### src/rtl/sdm_pkg.sv
// Types and default widths shared by the sample scheduler and the modulator wrapper.
package sdm_pkg;

  localparam int SDM_N     = 16;
  localparam int SDM_OSR_W = 8;

  typedef enum logic [1:0] {
    IDLE  = 2'd0,
    PRIME = 2'd1,
    RUN   = 2'd2
  } sched_state_t;

endpackage

### src/rtl/sdm_sample_fifo.sv
// Small synchronous sample FIFO with flush; the head word is presented combinationally.
module sdm_sample_fifo #(
  parameter int N     = 16,
  parameter int DEPTH = 4
) (
  input  logic                     clk,
  input  logic                     areset,
  input  logic                     i_push,
  input  logic                     i_pop,
  input  logic                     i_flush,
  input  logic [N-1:0]             i_wdata,
  output logic [N-1:0]             o_rdata,
  output logic [$clog2(DEPTH):0]   o_level,
  output logic                     o_full,
  output logic                     o_empty
);

  localparam int AW = $clog2(DEPTH);

  logic [N-1:0]  r_mem [DEPTH];
  logic [AW-1:0] r_wr_ptr;
  logic [AW-1:0] r_rd_ptr;
  logic [AW:0]   r_level;

  logic w_push;
  logic w_pop;

  assign o_full  = (r_level == (AW+1)'(DEPTH));
  assign o_empty = (r_level == '0);
  assign o_level = r_level;
  assign o_rdata = r_mem[r_rd_ptr];

  assign w_push = i_push && !o_full && !i_flush;
  assign w_pop  = i_pop && !o_empty && !i_flush;

  // Storage is not reset: contents are only observable through a non-empty level.
  always_ff @(posedge clk) begin
    if (w_push) begin
      r_mem[r_wr_ptr] <= i_wdata;
    end
  end

  always_ff @(posedge clk or negedge areset) begin
    if (!areset) begin
      r_wr_ptr <= '0;
      r_rd_ptr <= '0;
      r_level  <= '0;
    end else if (i_flush) begin
      r_wr_ptr <= '0;
      r_rd_ptr <= '0;
      r_level  <= '0;
    end else begin
      if (w_push) begin
        r_wr_ptr <= r_wr_ptr + AW'(1);
      end
      if (w_pop) begin
        r_rd_ptr <= r_rd_ptr + AW'(1);
      end
      case ({w_push, w_pop})
        2'b10:   r_level <= r_level + (AW+1)'(1);
        2'b01:   r_level <= r_level - (AW+1)'(1);
        default: r_level <= r_level;
      endcase
    end
  end

endmodule

### src/rtl/sdm_sample_sched.sv
// Holds each buffered PCM sample on the modulator input for P clocks.
//   state | meaning
//   IDLE  | disabled, din forced to 0, FIFO flushed
//   PRIME | waiting for PRIME_LVL samples before (re)starting
//   RUN   | counting the hold period, loading the next sample at terminal count
module sdm_sample_sched
  import sdm_pkg::*;
#(
  parameter int N         = SDM_N,
  parameter int OSR_W     = SDM_OSR_W,
  parameter int DEPTH     = 4,
  parameter int PRIME_LVL = 2
) (
  input  logic                     clk,
  input  logic                     areset,
  input  logic                     enable,
  input  logic [OSR_W-1:0]         osr,
  input  logic                     s_valid,
  input  logic [N-1:0]             s_data,
  output logic                     s_ready,
  output logic [N-1:0]             din,
  output logic                     sample_stb,
  output logic [$clog2(DEPTH):0]   fifo_level,
  output logic                     underrun,
  input  logic                     clr_status
);

  localparam int LW = $clog2(DEPTH) + 1;

  sched_state_t     r_state;
  logic [OSR_W-1:0] r_cnt;
  logic [OSR_W-1:0] r_p;
  logic [N-1:0]     r_din;
  logic             r_stb;
  logic             r_underrun;

  logic             w_push;
  logic             w_load;
  logic             w_flush;
  logic             w_tc;
  logic             w_prime_ok;
  logic             w_underrun_evt;
  logic [N-1:0]     w_head;
  logic [LW-1:0]    w_level;
  logic             w_full;
  logic             w_empty;
  logic [OSR_W-1:0] w_p_next;

  assign w_flush  = !enable;
  assign s_ready  = enable && !w_full;
  assign w_push   = s_valid && s_ready;
  assign w_tc     = (r_cnt == r_p - OSR_W'(1));
  assign w_p_next = (osr == '0) ? OSR_W'(1) : osr;

  // Threshold uses the registered level, so a push in the same cycle does not count.
  assign w_prime_ok = (w_level >= LW'(PRIME_LVL));

  assign w_load = enable &&
                  (((r_state == PRIME) && w_prime_ok) ||
                   ((r_state == RUN) && w_tc && !w_empty));

  assign w_underrun_evt = enable && (r_state == RUN) && w_tc && w_empty;

  sdm_sample_fifo #(
    .N     (N),
    .DEPTH (DEPTH)
  ) u_fifo (
    .clk     (clk),
    .areset  (areset),
    .i_push  (w_push),
    .i_pop   (w_load),
    .i_flush (w_flush),
    .i_wdata (s_data),
    .o_rdata (w_head),
    .o_level (w_level),
    .o_full  (w_full),
    .o_empty (w_empty)
  );

  always_ff @(posedge clk or negedge areset) begin
    if (!areset) begin
      r_state <= IDLE;
      r_cnt   <= '0;
      r_p     <= OSR_W'(1);
      r_din   <= '0;
      r_stb   <= 1'b0;
    end else if (!enable) begin
      r_state <= IDLE;
      r_cnt   <= '0;
      r_din   <= '0;
      r_stb   <= 1'b0;
    end else begin
      r_stb <= 1'b0;
      case (r_state)
        IDLE: begin
          r_state <= PRIME;
        end
        PRIME: begin
          if (w_prime_ok) begin
            r_din   <= w_head;
            r_stb   <= 1'b1;
            r_cnt   <= '0;
            r_p     <= w_p_next;
            r_state <= RUN;
          end
        end
        RUN: begin
          if (w_tc) begin
            r_cnt <= '0;
            if (!w_empty) begin
              r_din <= w_head;
              r_stb <= 1'b1;
              r_p   <= w_p_next;
            end else begin
              // Starved: keep the last sample on the modulator and re-prime.
              r_state <= PRIME;
            end
          end else begin
            r_cnt <= r_cnt + OSR_W'(1);
          end
        end
        default: begin
          r_state <= IDLE;
        end
      endcase
    end
  end

  // A new underrun in the same cycle as a clear keeps the flag set.
  always_ff @(posedge clk or negedge areset) begin
    if (!areset) begin
      r_underrun <= 1'b0;
    end else if (w_underrun_evt) begin
      r_underrun <= 1'b1;
    end else if (clr_status) begin
      r_underrun <= 1'b0;
    end
  end

  assign din        = r_din;
  assign sample_stb = r_stb;
  assign fifo_level = w_level;
  assign underrun   = r_underrun;

endmodule

### config.mk
export PLATFORM = sky130hd
export DESIGN_NAME = sdm_sample_sched
export DESIGN_NICKNAME = d
export VERILOG_FILES = /design/src/rtl/sdm_pkg.sv /design/src/rtl/sdm_sample_fifo.sv /design/src/rtl/sdm_sample_sched.sv
export SDC_FILE = /design/constraint.sdc
export NUM_CORES = 1
export LEC_CHECK = 0
export BUFFER_PORTS_ARGS = -buffer_cell sky130_fd_sc_hd__buf_2
export CORE_MARGIN = 2
export CORE_UTILIZATION = 58
export CTS_CLUSTER_DIAMETER = 100
export DETAILED_ROUTE_END_ITERATION = 10
export PLACE_DENSITY_LB_ADDON = 0.08
export RECOVER_POWER = 50
export SLEW_MARGIN = 10
export SYNTH_ARGS = -nofsm -noshare
export SYNTH_HDL_FRONTEND = slang
export SYNTH_SLANG_ARGS = --single-unit
### constraint.sdc
create_clock -name clk -period 3.4 [get_ports clk]
set_input_delay 0.17 -clock clk [delete_from_list [all_inputs] [get_ports clk]]
set_output_delay 0.17 -clock clk [all_outputs]
set_load 0.01 [all_outputs]
==> results.cfg <==
[run_status]
run_status = complete, but fails checks
failed_checks = max-capacitance violations, max-slew violations

[critical_path]
critPathCaptureType = flip-flop
crit_fanout = 4
setup.worst_path.start_class = flip-flop
arrival_ps = 3360
path_cells = inv_1, ha_1, nor3b_2, and3_1, o2111ai_4, nor3_4, a21boi_1, nor2_1, fa_1, mux2_2, nand2_1, a21boi_0, a311o_1
crit_type = flip-flop to flip-flop
cpPeakStageDelay_ps = 580
rr_startpoint = r_p[0]
critPathLaunch = r_p[0]
worst-endpoint-required_ps = 3660
critical-path-slowest-cell = dfstp_2

[placed_design]
detailed_place.area_mm2 = 0.00512
portBuffers = 50
finalWeightedCongestion = 0.777
dp_worst_setup_slack_ps = 113
placedCellCount = 473
dpl_hpwl_um = 5760

[synthesis]
arithmetic_cell_share_of_the_synthesized_area_counting_full_adders_half_adders_and_majority_gates_pct = 3.04
synthSimpleGateAreaFrac_pct = 8.28
synth-seq-cells = 107
ys_seq_area_share_pct = 62.8
synth-main-ff-cell = edfxtp_1
synth-warning-count = 0
synth_top_family_by_area = multiplexers
synth.net_count = 364
yosys-mux-area-fraction_pct = 10.7
synth-async-reset-ratio_pct = 40.2
synth.cell_area_mm2 = 0.00477
synth_compound_area_share_pct = 8.52
post_synth_inst_count = 324
post_synth_xor_area_fraction_pct = 2.75
synthDistinctLibCells = 54
yosys.area.top_type = edfxtp_1
post-synth-top-area-fraction_pct = 40.3
synth_enable_flop_cells = 64
syn_area_per_cell_um2 = 14.7
synthTopCellsByArea = edfxtp_1 40%, dfrtp_1 22%, mux4_2 7.5%, o2bb2ai_1 2.9%, ha_1 2.6%

[pwr]
power_leakage_nw = 2.09
power-per-cell-area_mw_per_mm2 = 560
worst_ir_drop_vdd_mv = 0.368
design_power_total_mw = 2.99

[hold_path]
worst_hold_path_type = input pin to flip-flop
hold_path.startpoint = osr[7]

[clock_tree]
cts-root-to-sink-buffers = 2
ctsRootBufferMaster = clkbuf_8
cts.clk_slew.worst_paths_ps = 110
cts_sinks = 107
clkLatencyLatePin_ps = 370
cts_tree = done
htreeDepth = 3
cts_made_buffers = 9

[grt]
grt_max_degree = 44
grt.met3_usage_pct = 3.75
globalRouteOverflowTotal = 0
via_count_of_the_first_global_routing_pass = 2907
antenna_found_initial = 0
grt_first_pass_wirelength_um = 14400
grt_util_met2_pct = 38.1
global_route.peak_usage_layer = met2
gr-usage-all-layers_pct = 21.8
met1_usage_pct = 27.8

[sta]
worstMarginPinSlew_ps = 2520
fmax_mhz = 323
fin_skew_ps = 18.5
grt_setup_unrepaired = no
setup_ws_ps = 304
setup_viol_count_final = 0
report.final.slew_viol_count = 44
final.period_utilization_pct = 91.1
finalHoldViolCount = 0
fin_hold_ws_ps = 39.2
period_needed_ps = 3100
max-slew-margin-rel_pct = -67.7
tns_ps = 0

[floorplanning]
die_area_mm2 = 0.00897
dieWidth_um = 94.7
core_area_mm2 = 0.00809
core.rowCount = 33
floorplan.initialDensity_pct = 59.0
chipHeight_um = 94.7
boundaryPins = 51

[route]
drt_first_pass_iters = 4
detailroute.via_count = 2771
drcViolationCount = 0
drt-wirelength-per-cell_um = 17.6
detailedRoute.firstIterationViolations = 77
totalWireLength_um = 8720
final_antenna_net_count = 0
vias_per_cell = 5.59

[final_layout]
syn_to_final_growth_pct = 11.9
final_design_area_no_fill_mm2 = 0.00534
fin_cells = 496
drive_gt1_share_pct = 21.0
commonest_non_fill_non_tap_cells_in_the_layout = 64 x edfxtp_1, 42 x dfrtp_1, 29 x inv_1, 29 x clkbuf_1, 22 x buf_2
final_common_cell = edfxtp_1
nets = 426
final_core_util_pct = 66.0
insertedDiodeCount = 0

[flow_run]
max-cap-violations = 1
worst paths after layout:
check	endpoint	slack, ps	cells past startpoint
max	u_fifo.o_level[2]	300	13
min	r_p[7]	40	2
max reg2reg	u_fifo.o_level[2]	300	13
min reg2reg	din[13]	500	1
max in group asynchronous	din[2]	1400	1
min in group asynchronous	r_p[4]	550	1
registers in the layout, summed over array words and instances (netlist names):
| signal | cells |
|---|---|
| sample_stb | 1 |
| u_fifo.r_rd_ptr | 2 |
| r_p | 8 |
| din | 16 |
| u_fifo.o_level | 3 |
| u_fifo.r_wr_ptr | 2 |
| underrun | 1 |
| u_fifo.r_mem | 64 |
| r_state | 2 |
| r_cnt | 8 |
synth_stat cells, drive strengths merged, types with 5 or more instances:
cell     count
and3         7
ha          10
nand2       20
mux2         9
mux2i        5
clkbuf       6
nor2        15
dfrtp       42
xnor2        7
xor2         8
o21ai       11
edfxtp      64
nor3         5
inv         29
mux4        16
o2bb2ai     16
report_power, final:
part / total, mW / internal, mW / switching [mW]
clock network: 0.731 / 0.283 / 0.448
logic: 0.651 / 0.289 / 0.362
registers: 1.61 / 1.50 / 0.106
cells by family after synthesis:
logic type,Yosys count
AOI/OAI and AO/OA,48
buffers and inverters,40
adders and majority gates,11
DFF,107
muxes,30
xor gates and xnor gates,15
and+or+nand+nor,73
layout make-up:
class	count	area (µm²)
inverter	29	109
clock inverter	6	56.3
multi-input combinational	177	1600
tap	105	131
fill	638	2750
sequential	107	3000
timing repair buffer	62	323
clock buffer	10	128
metal layers:
layer	up-vias	part of all wire [%]
met4	0	1.4
met3	10	2.7
li1	1323	-
met5	-	0
met2	40	53
met1	1398	43
worst max-delay path: cells and delay by family, from the launching register on:
family,cells,cell delay (ps)
AND/OR/NAND/NOR,5,570
adder cells (fa/ha/maj),2,630
buffers and inverters,1,60
flip-flops,1,580
multiplexers,1,280
AO/OA/AOI/OAI,4,870
timing repair:
action                                 4_1_cts  5_1_grt
buffers inserted                             0        0
hold buffers                                 7        0
endpoints found under the hold margin       22        0
setup endpoints to repair                    0        1
gates resized for setup                      0        2
(Power assumes the default switching activity.)
